**config.mk**
```make
export PLATFORM = sky130hd
export DESIGN_NAME = tone_detect
export DESIGN_NICKNAME = d
export VERILOG_FILES = /design/src/rtl/tone_pkg.sv /design/src/rtl/tone_channel.sv /design/src/rtl/tone_detect.sv
export SDC_FILE = /design/constraint.sdc
export NUM_CORES = 1
export LEC_CHECK = 0
export CAP_MARGIN = 20
export CELL_PAD_IN_SITES_DETAIL_PLACEMENT = 2
export CELL_PAD_IN_SITES_GLOBAL_PLACEMENT = 2
export CORE_MARGIN = 2
export CORE_UTILIZATION = 38
export CTS_CLUSTER_SIZE = 10
export DETAILED_ROUTE_END_ITERATION = 7
export PLACE_DENSITY = 0.83
export SETUP_SLACK_MARGIN = 0.4
export SLEW_MARGIN = 25
export SYNTH_ARGS = -nofsm -noshare
export SYNTH_HDL_FRONTEND = slang
export SYNTH_SLANG_ARGS = --single-unit
export TNS_END_PERCENT = 5
```
**constraint.sdc**
```tcl
create_clock -name clk -period 4.3 [get_ports clk]
set_input_delay 0.645 -clock clk [delete_from_list [all_inputs] [get_ports clk]]
set_output_delay 0.645 -clock clk [all_outputs]
set_load 0.01 [all_outputs]
```
**src/rtl/tone_pkg.sv**
```systemverilog
// Shared encodings for the tone detector and its consumers: direction codes,
// FSM states and counter widths.
package tone_pkg;

    localparam int unsigned CNT_W      = 8;
    localparam int unsigned LOCK_CNT_W = 4;
    localparam int unsigned NUM_CH     = 5;

    typedef enum logic [1:0] {
        DIR_STRAIGHT = 2'b00,
        DIR_LEFT     = 2'b01,
        DIR_RIGHT    = 2'b10,
        DIR_BACK     = 2'b11
    } tdDir_e;

    typedef enum logic [1:0] {
        ST_IDLE      = 2'b00,
        ST_CANDIDATE = 2'b01,
        ST_LOCKED    = 2'b10
    } tdState_e;

    // Saturating increment for the match/miss counters.
    function automatic logic [LOCK_CNT_W-1:0] satInc(input logic [LOCK_CNT_W-1:0] v);
        return (v == '1) ? v : v + LOCK_CNT_W'(1);
    endfunction

endpackage

```
**src/rtl/tone_channel.sv**
```systemverilog
// One band-pass channel: 2-flop synchronizer, rising-edge detector and a
// saturating per-window edge counter.
module tone_channel
    import tone_pkg::*;
(
    input  logic             clk,
    input  logic             rstN,
    input  logic             bp,
    input  logic             winClr,
    output logic [CNT_W-1:0] count_c
);

    logic             sync1;
    logic             sync2;
    logic             prev;
    logic             edgePulse;
    logic [CNT_W-1:0] cntQ;

    assign edgePulse = sync2 & ~prev;

    // Count includes this cycle's edge so the window-end decision sees it;
    // on the clear cycle the old window's total is dropped.
    always_comb begin
        count_c = winClr ? CNT_W'(edgePulse) : cntQ;
        if (!winClr && edgePulse && (cntQ != '1)) begin
            count_c = cntQ + CNT_W'(1);
        end
    end

    always_ff @(posedge clk) begin
        if (!rstN) begin
            sync1 <= 1'b0;
            sync2 <= 1'b0;
            prev  <= 1'b0;
            cntQ  <= '0;
        end else begin
            sync1 <= bp;
            sync2 <= sync1;
            prev  <= sync2;
            cntQ  <= count_c;
        end
    end

endmodule

```
**src/rtl/tone_detect.sv**
```systemverilog
// Tone command detector: measures edge rates on five band-pass channels per
// window and locks a direction after consecutive matching windows.
module tone_detect
    import tone_pkg::*;
#(
    parameter int unsigned WINDOW_CYCLES   = 500_000,
    parameter int unsigned MIN_EDGES       = 20,
    parameter int unsigned CONFIRM_WINDOWS = 3,
    parameter int unsigned RELEASE_WINDOWS = 2
) (
    input  logic       clk,
    input  logic       rstN,
    input  logic       bp1,
    input  logic       bp2,
    input  logic       bp3,
    input  logic       bp4,
    input  logic       bp5,
    output logic       tdEn,
    output logic [1:0] tdDir,
    output logic       tdNew
);

    localparam int unsigned WIN_W = (WINDOW_CYCLES > 1) ? $clog2(WINDOW_CYCLES) : 1;

    logic [WIN_W-1:0]      winCnt;
    logic                  winEnd_c;
    logic                  winClr;
    logic [NUM_CH-1:0]     bpVec;
    logic [NUM_CH-1:0]     active_c;
    logic [CNT_W-1:0]      chCount [NUM_CH];

    logic                  cancel_c;
    logic                  valid_c;
    tdDir_e                dir_c;

    tdState_e              stateQ, stateN;
    tdDir_e                candDirQ, candDirN;
    logic [LOCK_CNT_W-1:0] matchQ, matchN, matchInc;
    logic [LOCK_CNT_W-1:0] missQ, missN, missInc;
    logic                  tdEnN;
    logic [1:0]            tdDirN;
    logic                  tdNewN;

    assign bpVec    = {bp5, bp4, bp3, bp2, bp1};
    assign winEnd_c = (winCnt == WIN_W'(WINDOW_CYCLES - 1));

    // Free-running window timer; edge counters clear the cycle after window end.
    always_ff @(posedge clk) begin
        if (!rstN) begin
            winCnt <= '0;
            winClr <= 1'b0;
        end else begin
            winCnt <= winEnd_c ? '0 : winCnt + WIN_W'(1);
            winClr <= winEnd_c;
        end
    end

    for (genvar i = 0; i < NUM_CH; i++) begin : gChan
        tone_channel uChan (
            .clk    (clk),
            .rstN   (rstN),
            .bp     (bpVec[i]),
            .winClr (winClr),
            .count_c(chCount[i])
        );
        assign active_c[i] = (chCount[i] >= CNT_W'(MIN_EDGES));
    end

    // Exactly one active direction channel and no cancel makes a valid command.
    always_comb begin
        cancel_c = active_c[4];
        valid_c  = 1'b0;
        dir_c    = DIR_STRAIGHT;
        case (active_c[3:0])
            4'b0001: begin valid_c = 1'b1; dir_c = DIR_STRAIGHT; end
            4'b0010: begin valid_c = 1'b1; dir_c = DIR_LEFT;     end
            4'b0100: begin valid_c = 1'b1; dir_c = DIR_RIGHT;    end
            4'b1000: begin valid_c = 1'b1; dir_c = DIR_BACK;     end
            default: ;
        endcase
        if (cancel_c) begin
            valid_c = 1'b0;
        end
    end

    always_ff @(posedge clk) begin
        if (!rstN) begin
            stateQ   <= ST_IDLE;
            candDirQ <= DIR_STRAIGHT;
            matchQ   <= '0;
            missQ    <= '0;
            tdEn     <= 1'b0;
            tdDir    <= 2'b00;
            tdNew    <= 1'b0;
        end else begin
            stateQ   <= stateN;
            candDirQ <= candDirN;
            matchQ   <= matchN;
            missQ    <= missN;
            tdEn     <= tdEnN;
            tdDir    <= tdDirN;
            tdNew    <= tdNewN;
        end
    end

    // Next-state logic; only window-end cycles move the FSM.
    always_comb begin
        stateN   = stateQ;
        candDirN = candDirQ;
        matchN   = matchQ;
        missN    = missQ;
        tdEnN    = tdEn;
        tdDirN   = tdDir;
        tdNewN   = 1'b0;
        matchInc = satInc(matchQ);
        missInc  = satInc(missQ);

        if (winEnd_c) begin
            case (stateQ)
                ST_IDLE: begin
                    if (valid_c) begin
                        stateN   = ST_CANDIDATE;
                        candDirN = dir_c;
                        matchN   = LOCK_CNT_W'(1);
                    end
                end
                ST_CANDIDATE: begin
                    if (valid_c && (dir_c == candDirQ)) begin
                        if (matchInc == LOCK_CNT_W'(CONFIRM_WINDOWS)) begin
                            stateN = ST_LOCKED;
                            matchN = '0;
                            missN  = '0;
                            tdEnN  = 1'b1;
                            tdDirN = candDirQ;
                            tdNewN = 1'b1;
                        end else begin
                            matchN = matchInc;
                        end
                    end else if (valid_c) begin
                        candDirN = dir_c;
                        matchN   = LOCK_CNT_W'(1);
                    end else begin
                        stateN = ST_IDLE;
                        matchN = '0;
                    end
                end
                ST_LOCKED: begin
                    if (cancel_c) begin
                        stateN = ST_IDLE;
                        missN  = '0;
                        tdEnN  = 1'b0;
                    end else if (valid_c && (dir_c == tdDir)) begin
                        missN = '0;
                    end else if (missInc == LOCK_CNT_W'(RELEASE_WINDOWS)) begin
                        stateN = ST_IDLE;
                        missN  = '0;
                        tdEnN  = 1'b0;
                    end else begin
                        missN = missInc;
                    end
                end
                default: stateN = ST_IDLE;
            endcase
        end
    end

endmodule

```
==> results of run 1 <==
critical path, delay by kind of cell, from the launching register on:
| kind | cells | cell delay [ps] |
|---|---|---|
| adders and majority gates | 1 | 230 |
| muxes | 2 | 500 |
| AOI/OAI and AO/OA | 1 | 450 |
| and+or+nand+nor | 7 | 1960 |
| DFF | 1 | 360 |
state kept, by name, indices dropped and copies added, names as in the netlist:
| register | flops |
|---|---|
| gChan.uChan.cntQ | 40 |
| winClr | 1 |
| winCnt | 19 |
| gChan.uChan.sync2 | 5 |
| stateQ | 2 |
| candDirQ | 2 |
| tdEn | 1 |
| tdNew | 1 |
| gChan.uChan.prev | 5 |
| missQ | 4 |
| gChan.uChan.sync1 | 5 |
| tdDir | 2 |
| matchQ | 4 |
layer usage:
layer	up-vias	share of wire, %	global-route usage, %	routed length, um
met3	18	2.9	4.41	400
met4	0	1.5	6.12	214
met2	38	51	39.8	7210
met5	-	0	0	0
met1	2183	44	27.0	6200
li1	2132	-	-	-
power by group:
| part | switching, W | leakage [nW] | internal, W | total, W |
|---|---|---|---|---|
| Combinational | 0.0000297 | 1.02 | 0.0000195 | 0.0000492 |
| Clock | 0.000338 | 0.126 | 0.000401 | 0.000739 |
| Sequential | 0.0000101 | 0.738 | 0.000854 | 0.000864 |
final cells by class:
type	count	area share, %
well taps	172	4.00
repair buffers	15	2.56
flip-flops and latches	91	33.9
inverters	20	1.39
clock inverters	4	0.534
clock buffers	10	4.44
multi-input cells	458	53.2
worst min path at each step:
stage / startpoint / to / depth (start not counted)
floorplan: gChan[0].uChan.sync1 / gChan[0].uChan.sync2 / 1
global route: gChan[3].uChan.sync1 / gChan[3].uChan.sync2 / 1
global placement: gChan[2].uChan.sync1 / gChan[2].uChan.sync2 / 1
CTS: gChan[4].uChan.sync1 / gChan[4].uChan.sync2 / 1
detailed placement: gChan[1].uChan.sync1 / gChan[1].uChan.sync2 / 1
finish: gChan[4].uChan.sync1 / gChan[4].uChan.sync2 / 1
timing repair:
action,4_1_cts,5_1_grt
hold buffers,0,0
hold endpoints to repair,0,0
gates resized for setup,1,10
buffers inserted,0,0
endpoints found under the setup margin,2,13
cell families (layout without fill, tap and decap cells):
logic type,Yosys count,after routing,share of synthesized area (%)
and+or+nand+nor,297,297,33.5
AOI/OAI and AO/OA,108,108,14.4
DFF,91,91,37.8
buffers and inverters,40,49,3.40
xor gates and xnor gates,30,30,5.45
muxes,14,14,3.09
adders and majority gates,9,9,2.34
layout by cell type, fill, tap and decap left out, types with 6 or more instances in the layout:
cell	Yosys	layout
nand4b_1	8	8
o21ai_0	25	25
inv_1	19	19
xnor2_1	12	12
nor2_1	78	77
nand3_1	22	22
ha_1	9	8
a31oi_1	7	6
clkdlybuf4s50_1	0	10
and3_1	11	11
xor2_1	18	18
or3_1	9	9
and2_1	23	23
mux2i_1	10	10
nand2b_1	12	12
nand3b_1	8	8
nand4_1	22	22
dfxtp_1	91	88
nand2_1	36	36
nor2b_1	15	15
a211oi_1	8	8
o31ai_1	7	6
clkbuf_16	0	9
or2_2	6	6
nor3_1	18	17
a21oi_1	27	27
per-stage QoR:
| stage | cells | hold WS (ps) | power [W] | worst slack [ps] |
|---|---|---|---|---|
| detailed placement | 756 | 427 | 0.000933 | 510 |
| floorplan | 589 | 412 | 0.000911 | 955 |
| CTS | 770 | 446 | 0.00167 | 461 |
| global placement | 756 | 414 | 0.000928 | 727 |
| finish | 770 | 440 | 0.00165 | 656 |
| global route | 770 | 457 | 0.00172 | 445 |
==> reports/metrics.cfg, run 1 <==
[finish]
final_nets = 611
layout-drive-gt1-share_pct = 7.69
fin_util_pct = 43.0
antenna_cells = 0
register_area_um2 = 1830
multiInputGateArea_um2 = 2860
fill_cells = 1444
area_growth_pct = 11.8
final_cell_area_um2 = 5390

[place]
placed_cell_area_um2 = 5080
hpwl_mm = 9.92
portBuffers = 10
gp_congestion = 0.870

[setup_path]
ff2ff_setup_slack_ps = 660
reg2reg_from = gChan[3].uChan.cntQ[0]
reg2reg_to = tdDir[0]
crit_end = tdDir[0]
cp-start-kind = flip-flop
cp.required_ps = 4520
crit_path_max_fanout = 8
cp-end-kind = flip-flop
arrival_ps = 3870
max_stage_delay_ps = 470
rr_worst_depth = 11
path_cells = ha_2, and4_1, nor4b_1, mux2i_1, and4b_2, nand3_1, or3_1, a311o_1, or3_1, mux2i_1, nor2_1
critPathKind = reg -> reg
critPathSlowestCell = or3_1
cp-startpoint = gChan[3].uChan.cntQ[0]

[floorplan]
num_rows = 41
die_h_um = 117
die_w_um = 117
core_um2 = 12500
io_pins = 11
fp.dieArea_um2 = 13600
start_util_pct = 38.5

[drt]
drtIter0Drc = 192
ant_nets = 0
dr_total_vias = 4371
drt_first_pass_iters = 4
drc_errors = 0
vias_per_cell = 5.68
drt-total-wl_mm = 14.0
routedWlPerCell_um = 18.2

[timing]
fmax_mhz = 274
fin_skew_ps = 8.16
setup_viol = 0
final-hold-violation-count = 0
worst_slew_pin_slew_ps = 926
grt_setup_unrepaired = false
finalCritPeriodShare_pct = 84.8
fin_crit_ps = 3640
relSlewSlack_pct = 38.3
tns_ps = 0
drv_slew = 0

[logic_synthesis]
syn-instance-count = 589
synthMostInstantiatedCell = dfxtp_1
synth_cell_types = 61
synth_top_area_share_pct = 37.8
yosys.area.top_type = dfxtp_1
syn-cell-area_um2 = 4820
synth_seq_cells = 91
synth_edf_count = 0
syn_area_per_cell_um2 = 8.18
synthFlopType = dfxtp_1
syn_nets = 605
async_flop_share_pct = 0
synthTopCellsByArea = dfxtp_1, nor2_1, xor2_1
ys_warn_count = 0
synth_common_cells = dfxtp_1, nor2_1, nand2_1, a21oi_1, o21ai_0
seq_area_frac_synth_pct = 37.8

[global_route]
grt_pass1_vias = 4784
grt_pass1_wl_mm = 23.8
antenna_found_initial = 0
overflow = 0
grt_max_degree = 32
grt_use_total_pct = 22.2

[run]
drv_cap = 0

[clock_network]
cts.path.max_buffers = 2
cts_root_buffer = clkbuf_16
clk-insertion-delay-late_ps = 350
cts-buffers-inserted = 9
cts_tree = built
cts_sinks = 91
clk_pin_slew_ps = 70
htreeDepth = 3

[run_status]
outcome = complete, no violations

[power_and_ir_drop]
leakagePower_nw = 1.89
ir_worst_vdd_uv = 229
pwr_density_cell_nw_per_um2 = 307

[min_path]
hold_class = reg -> reg

Note: power is estimated with default switching activity, not from simulation.
==> run 2, diff against run 1 <==
--- a/config.mk
+++ b/config.mk
@@ -9,10 +9,10 @@
 export CELL_PAD_IN_SITES_DETAIL_PLACEMENT = 2
 export CELL_PAD_IN_SITES_GLOBAL_PLACEMENT = 2
 export CORE_MARGIN = 2
-export CORE_UTILIZATION = 38
+export CORE_UTILIZATION = 34
 export CTS_CLUSTER_SIZE = 10
 export DETAILED_ROUTE_END_ITERATION = 7
-export PLACE_DENSITY = 0.83
+export PLACE_DENSITY = 0.79
 export SETUP_SLACK_MARGIN = 0.4
 export SLEW_MARGIN = 25
 export SYNTH_ARGS = -nofsm -noshare
==> constraint.sdc (replaced) <==
create_clock -name clk -period 3.2 [get_ports clk]
set_input_delay 0.48 -clock clk [delete_from_list [all_inputs] [get_ports clk]]
set_output_delay 0.48 -clock clk [all_outputs]
set_load 0.01 [all_outputs]
==> run 2 against run 1 <==
The run now ends with setup timing left. Sequential power increased by 34%. First-iteration DRC count rose by 8.3%. Routed wire length rose by 15%. Register-to-register slack got worse by 960 ps. Worst setup slack got worse by 960 ps. Via count up 6.5%. Final area grew 12%. Final cell count up 8.7%. Highest routed layer unchanged.
==> reports/metrics.cfg, run 2 (synthesis gave the netlist of run 1 again) <==
[run_status]
outcome = complete, but fails checks
violations = setup timing

[timing]
finalCritPeriodShare_pct = 110
setup_viol = 16
fin_crit_ps = 3510
relSlewSlack_pct = 33.7
worst_slack_ps = -307
holdWs_ps = 435
worst_slew_pin_slew_ps = 994
final-hold-violation-count = 0
fin_skew_ps = 9.16
drv_slew = 0
fmax_mhz = 285
grt_setup_unrepaired = true

[setup_path]
cp-startpoint = gChan[3].uChan.cntQ[4]
crit_path_max_fanout = 6
reg2reg_from = gChan[3].uChan.cntQ[4]
arrival_ps = 3750
cp-start-kind = flip-flop
rr_worst_depth = 12
cp-end-kind = flip-flop
critPathKind = reg -> reg
ff2ff_setup_slack_ps = -310
cp.required_ps = 3440
reg2reg_to = tdDir[1]
crit_end = tdDir[1]

[global_route]
grt_max_degree = 22
use_met1_pct = 24.5
gr-usage-met3_pct = 3.83
grtUsageMet2_pct = 40.7
antenna_found_initial = 0
grt_pass1_vias = 5115
overflow = 0
grt_pass1_wl_mm = 25.9
top_usage_layer = met2
grt_use_total_pct = 21.8

[finish]
fin_util_pct = 43.5
fin_cells = 837
top_register = gChan.uChan.cntQ
antenna_cells = 0
final_nets = 669
final_cell_mix = dfxtp_1, nor2_1, buf_4
area_growth_pct = 25.4
largest_reg_flops = 40
fill_cells = 1549
layout-drive-gt1-share_pct = 20.7
layout_commonest_cell = dfxtp_1
top_regs = gChan.uChan.cntQ: 40 flops, winCnt: 19 flops

[clock_network]
ctsHoldBuffers = 0
cts_tree = built
cts_sinks = 91
cts_root_buffer = clkbuf_16
clk_pin_slew_ps = 70
clk-insertion-delay-late_ps = 360
cts.path.max_buffers = 2
htreeDepth = 3
cts-buffers-inserted = 9

[drt]
drt-total-wl_mm = 16.2
drc_errors = 0
vias_per_cell = 5.56
routedWlPerCell_um = 19.3
drtIter0Drc = 208
drt_first_pass_iters = 4
ant_nets = 0
dr_total_vias = 4653

[place]
gp_congestion = 0.838
hpwl_mm = 11.0
dp.cells = 809
portBuffers = 10

[floorplan]
die_h_um = 123
die_w_um = 123
io_pins = 11
num_rows = 43
fp.dieArea_um2 = 15100
core_um2 = 13900
start_util_pct = 34.7

[run]
drv_cap = 0

[power_and_ir_drop]
ir_worst_vdd_uv = 351
pwr_density_cell_nw_per_um2 = 384
leakagePower_nw = 2.22

[min_path]
hold_class = reg -> reg

## run 2: cell type report
| class | instances | area [um2] | area share (%) |
|---|---|---|---|
| Inverter | 20 | 75.1 | 1.24 |
| Clock inverter | 4 | 51.3 | 0.849 |
| Timing Repair Buffer | 73 | 581 | 9.61 |
| Tap cell | 180 | 225 | 3.73 |
| Clock buffer | 11 | 243 | 4.02 |
| Multi-Input combinational cell | 458 | 3020 | 50.0 |
| Sequential cell | 91 | 1840 | 30.5 |
## run 2: worst max-delay path: stages, from the launching register on
cell      delay (ps)
dfxtp_1          410
buf_4            170
nand3_1          110
or4_4            510
nand2_1          140
and4b_2          280
buf_4            150
nor3_1           240
o211ai_1         230
a311o_2          490
or3_4            390
mux2i_1          210
nor2_1            60
## run 2: routing by layer
layer,part of all wire (%),vias up
met5,0,-
met4,1.8,0
met3,2.2,24
met2,53,56
met1,43,2324
li1,-,2249
## run 2: stage by stage
stage                     setup slack (ps)  total power [W]  area (um2)  setup TNS [ps]
after global routing                  -443          0.00241        6040           -5700
after CTS                             -179          0.00236        5890           -1980
after global placement                9.42          0.00125        5490               0
final                                 -307          0.00232        6040           -3620
after detailed placement              -229          0.00126        5490           -2150
after floorplan                        105          0.00122        4880               0
## run 2: worst min-delay path by stage
stage,startpoint,end,slack [ps],cells after the start
floorplan,gChan[0].uChan.sync1,gChan[0].uChan.sync2,410,1
global placement,gChan[2].uChan.sync1,gChan[2].uChan.sync2,420,1
detailed placement,gChan[2].uChan.sync1,gChan[2].uChan.sync2,420,1
CTS,gChan[2].uChan.sync1,gChan[2].uChan.sync2,440,1
global route,gChan[3].uChan.sync1,gChan[3].uChan.sync2,460,1
finish,gChan[2].uChan.sync1,gChan[2].uChan.sync2,430,1
## run 2: power breakdown
part / leakage, nW / total [W] / internal (W) / switching [W]
combinational: 1.33 / 0.0000757 / 0.0000316 / 0.0000441
sequential: 0.743 / 0.00116 / 0.00115 / 0.0000118
clock: 0.142 / 0.00109 / 0.000623 / 0.000466
total: 2.22 / 0.00232 / 0.00180 / 0.000522
## run 2: what timing repair did
action / CTS / global route
setup endpoints to repair: 16 / 16
pin swaps: 9 / 16
buffers inserted: 5 / 8
resized for setup: 17 / 28
==> run 3, diff against run 2 <==
--- a/config.mk
+++ b/config.mk
@@ -5,6 +5,7 @@
 export SDC_FILE = /design/constraint.sdc
 export NUM_CORES = 1
 export LEC_CHECK = 0
+export ABC_CLOCK_PERIOD_IN_PS = 3200
 export CAP_MARGIN = 20
 export CELL_PAD_IN_SITES_DETAIL_PLACEMENT = 2
 export CELL_PAD_IN_SITES_GLOBAL_PLACEMENT = 2
@@ -12,6 +13,7 @@
 export CORE_UTILIZATION = 34
 export CTS_CLUSTER_SIZE = 10
 export DETAILED_ROUTE_END_ITERATION = 7
+export GPL_TIMING_DRIVEN = 1
 export PLACE_DENSITY = 0.79
 export SETUP_SLACK_MARGIN = 0.4
 export SLEW_MARGIN = 25
==> results of run 3 <==
The final DEF is identical to that of run 2; final timing and power are the same.
